===== src/rtl/jtcps15_qsnd_vol.sv =====
// QSound output volume control: button-driven 16-step gain with auto-repeat,
// applied to stereo samples through one shared, time-multiplexed multiplier.
module jtcps15_qsnd_vol #(
  parameter int unsigned REPEAT = 2000000
) (
  input  logic        clk,
  input  logic        rst,
  input  logic        vol_up,
  input  logic        vol_down,
  input  logic [15:0] left_in,
  input  logic [15:0] right_in,
  input  logic        sample_in,
  output logic [15:0] left_out,
  output logic [15:0] right_out,
  output logic        sample_out,
  output logic [3:0]  vol_level
);

  localparam int unsigned CW       = (REPEAT > 2) ? $clog2(REPEAT) : 1;
  localparam int unsigned RPT_LAST = (REPEAT > 0) ? REPEAT - 1 : 0;
  localparam logic [3:0]  LVL_RST  = 4'd12;

  typedef enum logic [1:0] {S_IDLE, S_MUL_L, S_MUL_R, S_DONE} state_t;

  state_t          state_q, state_d;
  logic            up_prev_q, dn_prev_q;
  logic [CW-1:0]   up_cnt_q, up_cnt_d, dn_cnt_q, dn_cnt_d;
  logic [3:0]      level_q, level_d;
  logic [15:0]     xl_q, xl_d, xr_q, xr_d, g_q, g_d;
  logic [15:0]     lres_q, lres_d, rres_q, rres_d;
  logic [15:0]     lout_q, lout_d, rout_q, rout_d;
  logic            sout_q, sout_d;

  logic            up_rise, dn_rise, only_up, only_dn, up_rep, dn_rep;
  logic            step_up, step_dn;
  logic [15:0]     mul_x;
  logic signed [32:0] prod, shf;
  logic [15:0]     mul_sat;

  // Q2.14 gain, 2 dB per level, level 12 is unity
  function automatic logic [15:0] gain(input logic [3:0] l);
    case (l)
      4'd0:    gain = 16'd0;
      4'd1:    gain = 16'd1301;
      4'd2:    gain = 16'd1638;
      4'd3:    gain = 16'd2063;
      4'd4:    gain = 16'd2597;
      4'd5:    gain = 16'd3269;
      4'd6:    gain = 16'd4115;
      4'd7:    gain = 16'd5181;
      4'd8:    gain = 16'd6523;
      4'd9:    gain = 16'd8211;
      4'd10:   gain = 16'd10338;
      4'd11:   gain = 16'd13014;
      4'd12:   gain = 16'd16384;
      4'd13:   gain = 16'd20626;
      4'd14:   gain = 16'd25968;
      default: gain = 16'd32690;
    endcase
  endfunction

  function automatic logic [15:0] sat16(input logic signed [32:0] v);
    if (v > 33'sd32767)       sat16 = 16'h7fff;
    else if (v < -33'sd32768) sat16 = 16'h8000;
    else                      sat16 = v[15:0];
  endfunction

  // Shared multiplier: left operand in S_MUL_L, right operand in S_MUL_R
  always_comb begin
    mul_x   = (state_q == S_MUL_R) ? xr_q : xl_q;
    prod    = 33'($signed(mul_x)) * 33'($signed({1'b0, g_q}));
    shf     = prod >>> 14;
    mul_sat = sat16(shf);
  end

  // Button edge detection, hold auto-repeat and level saturation
  always_comb begin
    up_rise = vol_up & ~up_prev_q;
    dn_rise = vol_down & ~dn_prev_q;
    only_up = vol_up & ~vol_down;
    only_dn = vol_down & ~vol_up;
    up_rep  = (REPEAT != 0) && only_up && !up_rise && (up_cnt_q == CW'(RPT_LAST));
    dn_rep  = (REPEAT != 0) && only_dn && !dn_rise && (dn_cnt_q == CW'(RPT_LAST));
    step_up = only_up & (up_rise | up_rep);
    step_dn = only_dn & (dn_rise | dn_rep);

    up_cnt_d = (REPEAT == 0 || !only_up || step_up) ? '0 : up_cnt_q + CW'(1);
    dn_cnt_d = (REPEAT == 0 || !only_dn || step_dn) ? '0 : dn_cnt_q + CW'(1);

    level_d = level_q;
    if (step_up && level_q != 4'd15)     level_d = level_q + 4'd1;
    else if (step_dn && level_q != 4'd0) level_d = level_q - 4'd1;
  end

  // Sample pipeline FSM; S_DONE publishes results and can accept a new sample
  always_comb begin
    state_d = state_q;
    xl_d    = xl_q;
    xr_d    = xr_q;
    g_d     = g_q;
    lres_d  = lres_q;
    rres_d  = rres_q;
    lout_d  = lout_q;
    rout_d  = rout_q;
    sout_d  = 1'b0;
    case (state_q)
      S_MUL_L: begin
        lres_d  = mul_sat;
        state_d = S_MUL_R;
      end
      S_MUL_R: begin
        rres_d  = mul_sat;
        state_d = S_DONE;
      end
      default: begin
        if (state_q == S_DONE) begin
          lout_d = lres_q;
          rout_d = rres_q;
          sout_d = 1'b1;
        end
        state_d = S_IDLE;
        if (sample_in) begin
          xl_d    = left_in;
          xr_d    = right_in;
          g_d     = gain(level_q);
          state_d = S_MUL_L;
        end
      end
    endcase
  end

  always_ff @(posedge clk or posedge rst) begin
    if (rst) begin
      state_q   <= S_IDLE;
      up_prev_q <= 1'b0;
      dn_prev_q <= 1'b0;
      up_cnt_q  <= '0;
      dn_cnt_q  <= '0;
      level_q   <= LVL_RST;
      xl_q      <= '0;
      xr_q      <= '0;
      g_q       <= '0;
      lres_q    <= '0;
      rres_q    <= '0;
      lout_q    <= '0;
      rout_q    <= '0;
      sout_q    <= 1'b0;
    end else begin
      state_q   <= state_d;
      up_prev_q <= vol_up;
      dn_prev_q <= vol_down;
      up_cnt_q  <= up_cnt_d;
      dn_cnt_q  <= dn_cnt_d;
      level_q   <= level_d;
      xl_q      <= xl_d;
      xr_q      <= xr_d;
      g_q       <= g_d;
      lres_q    <= lres_d;
      rres_q    <= rres_d;
      lout_q    <= lout_d;
      rout_q    <= rout_d;
      sout_q    <= sout_d;
    end
  end

  assign left_out   = lout_q;
  assign right_out  = rout_q;
  assign sample_out = sout_q;
  assign vol_level  = level_q;

endmodule

===== config.mk =====
export PLATFORM = sky130hd
export DESIGN_NAME = jtcps15_qsnd_vol
export DESIGN_NICKNAME = d
export VERILOG_FILES = /design/src/rtl/jtcps15_qsnd_vol.sv
export SDC_FILE = /design/constraint.sdc
export NUM_CORES = 1
export LEC_CHECK = 0
export BUFFER_PORTS_ARGS = -buffer_cell sky130_fd_sc_hd__buf_2
export CORE_ASPECT_RATIO = 0.8
export CORE_MARGIN = 3
export CORE_UTILIZATION = 69
export CTS_CLUSTER_DIAMETER = 30
export DETAILED_ROUTE_END_ITERATION = 12
export GPL_TIMING_DRIVEN = 0
export PLACE_DENSITY = 0.88
export SKIP_CTS_REPAIR_TIMING = 1
export SLEW_MARGIN = 15
export SYNTH_ARGS = -nofsm -noshare
export SYNTH_HDL_FRONTEND = slang
export SYNTH_SLANG_ARGS = --single-unit

===== constraint.sdc =====
create_clock -name clk -period 21.1 [get_ports clk]
set_input_delay 1.055 -clock clk [delete_from_list [all_inputs] [get_ports clk]]
set_output_delay 1.055 -clock clk [all_outputs]
set_load 0.05 [all_outputs]

# Yosys cells after proc, flatten, opt, wreduce, memory -nomap -nowiden
# Memory sizes are Yosys's and may differ from the RTL's. A register that Yosys moved wholly into a read port is not among the register bits.
# Cells that the tools add are included.
dict set report word_totals {
  reg_bits 163
  mem_bits_ro 240
  input_bits 37
  word_cells 69
  n_memories 1
}
# memory words width rd rd_clocked_by_memory_dff write_ports line_no
set memory_table {}
lappend memory_table {{(name not given)} 16 15 1 1 0 42} ;# case (l)
dict set report op_classes {
  add_sub_neg 4
  mul 1
  magnitude_cmp 2
  eq_ne 6
  muxes 11
  bitwise_logic 13
  n_reduce_logical 17
}
# operator count
set op_table {}
lappend op_table {{2-to-1 mux 16 bit} 3}
lappend op_table {{adder 21 x 1 -> 21 bit, second input constant} 2}
lappend op_table {{equality test 21 bit, second input constant} 2}
lappend op_table {{2-to-1 mux 21 bit} 2}
lappend op_table {{multiplier 16 x 17 -> 33 bit} 1}
lappend op_table {{greater-than comparator 19 x 16 -> 1 bit, second input constant} 1}
lappend op_table {{< comparator 19 x 16 -> 1 bit, second input constant} 1}
lappend op_table {{2-to-1 mux 4 bit} 2}
lappend op_table {{AND 1 bit} 6}
lappend op_table {{logical AND 1 bit} 6}
lappend op_table {{inverter 1 bit} 5}
lappend op_table {{adder 4 x 1 -> 4 bit, second input constant} 1}
lappend op_table {{equality test 2 bit, second input constant} 2}
lappend op_table {{zero test 1 bit} 4}
lappend op_table {{!= test 4 bit, second input constant} 1}
lappend op_table {{case mux 2 bit (2 select lines)} 1}
lappend op_table {{AND reduction 2 bit} 2}
lappend op_table {{nonzero test 4 bit} 1}
lappend op_table {{subtractor 4 x 1 -> 4 bit, second input constant} 1}
lappend op_table {{2-to-1 mux 1 bit} 3}
lappend op_table {{equality test 2 x 1 -> 1 bit, second input constant} 1}
lappend op_table {{logical OR 1 bit} 2}
lappend op_table {{OR 1 bit} 2}
lappend op_table {{nonzero test 2 bit} 1}
lappend op_table {{OR reduction 2 bit} 1}

# Logic depth before layout (Yosys ltp)
dict set report depth {
  word_depth 10
  depth_mapped 31
  depth_no_buf 25
}

# Worst setup path after synthesis
# OpenSTA, ideal clock, no wires.
dict set report synth_timing {
  path_kind {register to register}
  from {reg state_q[0]}
  to {reg lres_q[14]}
  setup_ns 0.138
  arrival_ns 7.403
  required_ns 20.962
  slack_ns 13.559
  stages_incl_launch_ff 29
  path_buffers 4
  synth_period_minus_slack_ns 7.541
  cell_sequence {dfrtp_1 > inv_1 > ha_1 > buf_6 > clkbuf_1 > mux2i_1 > clkbuf_1 > nor2b_1 > fa_1 > inv_1 > fa_1 > fa_1 > fa_1 > inv_1 > fa_1 > inv_1 > fa_1 > inv_1 > ha_1 > a211oi_1 > o21bai_1 > nor4_1 > a211oi_2 > a41oi_1 > xor2_1 > o211ai_2 > buf_6 > a32oi_2 > o22ai_1}
}
dict set report synth_via {
  elab_chain_cells 6
  elab_cells_between_ends 8
  classes_between {1 x mul; 2 x order compare; 2 x eq/ne; 3 x mux}
}
# element line_no
set synth_lines {}
lappend synth_lines {{start, declared} 25} ;# state_t state_q, state_d;
lappend synth_lines {{start signal, assigned} 149} ;# state_q <= state_d;
lappend synth_lines {{equality test 2 bit} 70} ;# mul_x = (state_q == S_MUL_R) ? xr_q : xl_q;
lappend synth_lines {{2-to-1 mux 16 bit} 70}
lappend synth_lines {{multiplier 16 x 17 -> 33 bit} 71} ;# prod = 33'($signed(mul_x)) * 33'($signed({1'b0, g_q}));
lappend synth_lines {{< comparator 19 x 16 -> 1 bit} 64} ;# else if (v < -33'sd32768) sat16 = 16'h8000;
lappend synth_lines {{2-to-1 mux 16 bit} 64}
lappend synth_lines {{2-to-1 mux 16 bit} 63} ;# if (v > 33'sd32767) sat16 = 16'h7fff;
lappend synth_lines {{end signal, assigned} 158} ;# lres_q <= lres_d;
lappend synth_lines {{end, declared} 30} ;# logic [15:0] lres_q, lres_d, rres_q, rres_d;
# Parallel ways exist; a longest one is shown, timed or not.
# A chain may end at the register's enable or synchronous reset.

# Worst setup path after layout
# Ends and elaborated chain as after synthesis.

==> impl_metrics.env <==
export IMPL_drc=0
export IMPL_cp_common_cell="fa_1"
export IMPL_path_clk_slew_ns=0.07
export IMPL_die_area_um2=24500
export IMPL_drt_iter0_drc=1190
export IMPL_slew_headroom_pct=28.8
export IMPL_ys_seq_elements=162
export IMPL_rows=48
export IMPL_crit_type="register to register"
export IMPL_fillers=1337
export IMPL_gr_total_overflow=0
export IMPL_rsz0062_at_grt="no"
export IMPL_ctsHtreeMaxLevel=4
export IMPL_synth_cells=1608
export IMPL_worstMarginPinSlew_ns=1.04
export IMPL_cts_sinks=162
export IMPL_ys_warnings_count=0
export IMPL_fin_crit_sh_pct=44.7
export IMPL_layout_commonest_cell="inv_1"
export IMPL_grt_usage_pct=33.3
export IMPL_fmax_mhz=106
export IMPL_cts_tree="done"
export IMPL_ios=74
export IMPL_firstDrtPassIters=7
export IMPL_critPathSlowestCell="mux2i_1"
export IMPL_setup_violations=0
export IMPL_ys_seq_area_share_pct=25.9
export IMPL_crit_buf_inv=9
export IMPL_hold_ws_ns=0.494
export IMPL_critPathTopFamily="adder cells"
export IMPL_ys_flop_type="dfrtp_1"
export IMPL_diodes=0
export IMPL_via_count=12200
export IMPL_cp_end_kind="register"
export IMPL_core_area_um2=21900
export IMPL_clk_path_buf_depth=2
export IMPL_max_cap_violations=0
export IMPL_required_ns=21.41
export IMPL_hold_path_class="register to register"
export IMPL_ys_types=67
export IMPL_synthTopCellsByArea="dfrtp_1, fa_1, ha_1, inv_1, mux2_2"
export IMPL_grt_max_degree=96
export IMPL_mostFrequentLayoutCells="inv_1, nand2_1, fa_1, dfrtp_1, ha_1"
export IMPL_insertion_delay_ns=0.45
export IMPL_postRouteAntennaNets=0
export IMPL_root_buffer="clkbuf_16"
export IMPL_synth_edf_count=0
export IMPL_status="complete, no violations"
export IMPL_drive_gt1_share_pct=13.5
export IMPL_synth_top_area_share_pct=25.6
export IMPL_post_dp_hpwl_um=29800
export IMPL_seq_area_um2=4060
export IMPL_port_buffers=73
export IMPL_synthArstFlopShare_pct=100
export IMPL_area_growth_pct=8.73
export IMPL_startpoint_type="register"
export IMPL_final_setup_tns_ns=0
export IMPL_report_final_slew_viol_count=0
export IMPL_numCtsBuffers=17
export IMPL_die_w_um=174
export IMPL_crit_fanout=10
export IMPL_fin_crit_ns=9.42
export IMPL_fin_skew_ns=0.0145
export IMPL_grt_pass1_vias=12700
export IMPL_routed_wl_um=39400
export IMPL_initial_utilization_pct=71.4
export IMPL_antenna_found_initial=0
export IMPL_grt_pass1_wl_um=64800
export IMPL_wl_per_cell_um=19.6
export IMPL_synth_top_area_cell="dfrtp_1"
export IMPL_die_height_um=141
export IMPL_final_nets=2052
export IMPL_syn_avg_cell_area_um2=9.73
export IMPL_worst_path_largest_cell_delay_ns=0.93
export IMPL_syn_nets=1959
export IMPL_multiInputGateArea_um2=10300
export IMPL_syn_area_um2=15600
export IMPL_hold_violations=0
export IMPL_viasPerCell=6.04
export IMPL_routabilityCongestion=0.981
export IMPL_arrival_ns=9.73
==> cell families (layout without fill, tap and decap cells) <==
group | Yosys count | count (layout) | share of synthesized area, %
and+or+nand+nor | 467 | 467 | 14.4
buffers and inverters | 333 | 438 | 8.24
adders and majority gates | 314 | 314 | 33.7
AOI/OAI and AO/OA | 192 | 192 | 8.46
DFF | 162 | 162 | 25.9
muxes | 85 | 85 | 6.16
xor gates and xnor gates | 55 | 55 | 3.08
==> final timing paths <==
check                       startpoint            to  slack, ns  cells after the start
max                         state_q[0]    lres_q[14]      11.68                     28
min                        up_cnt_q[0]   up_cnt_q[0]       0.49                      1
max reg2reg                 state_q[0]    lres_q[14]      11.68                     28
min reg2reg                up_cnt_q[0]   up_cnt_q[0]       0.49                      1
max in group asynchronous          rst  vol_level[2]      19.62                      3
min in group asynchronous          rst  left_out[11]       0.63                      2
==> per-layer routing <==
| layer | GRT usage, % | wire length (um) | vias to the layer above |
|---|---|---|---|
| li1 | - | - | 5316 |
| met1 | 45.9 | 15500 | 5970 |
| met2 | 52.5 | 18000 | 744 |
| met3 | 8.51 | 4490 | 136 |
| met4 | 11.0 | 1370 | 0 |
| met5 | 0 | 0 | - |
==> cell type report <==
class / count / area share [%]
timing repair buffer: 74 / 2.31
sequential: 162 / 23.8
clock buffer: 17 / 2.50
inverter: 265 / 5.89
clock inverter: 14 / 0.971
multi-input combinational: 1113 / 60.5
buffer: 68 / 1.73
tap: 300 / 2.21
==> cell usage after synthesis (all sizes together), types with 9 or more instances <==
library cell	instances
inv	264
nand2	182
fa	180
dfrtp	160
ha	134
nor2	85
mux2	77
a21oi	61
and2	59
clkbuf	58
nor2b	51
o21ai	49
xor2	34
nand3	28
xnor2	21
o2bb2ai	16
o22ai	15
nand4	13
a31oi	10
buf	10
a21o	9
nand2b	9
==> state kept, by name, indices dropped and copies added (netlist names) <==
signal	flops
dn_cnt_q	21
up_cnt_q	21
left_out	16
lres_q	16
right_out	16
rres_q	16
xl_q	16
xr_q	16
g_q	15
vol_level	4
state_q	2
dn_prev_q	1
sample_out	1
up_prev_q	1
==> per-stage QoR <==
| stage | std cells | area (um2) | utilization, % | worst slack, ns |
|---|---|---|---|---|
| final | 2013 | 17000 | 77.6 | 11.68 |
| after global routing | 2013 | 17000 | 77.6 | 11.30 |
| after CTS | 2013 | 17000 | 77.6 | 11.91 |
| after detailed placement | 1982 | 16400 | 74.9 | 12.05 |
| after global placement | 1981 | 16400 | 74.7 | 12.22 |
| after floorplan | 1608 | 15600 | - | 13.56 |
==> worst reg2reg max path: cells and delay by family (launching register included) <==
| family | cells | cell delay [ns] |
|---|---|---|
| fa+ha+maj | 8 | 3.69 |
| compound gates | 8 | 2.40 |
| buf+inv | 9 | 1.66 |
| mux | 1 | 0.93 |
| flops | 1 | 0.40 |
| simple gates | 2 | 0.21 |
Power is not shown: default switching activity piles up to over one toggle a cycle in this logic, so the estimate is an artifact.
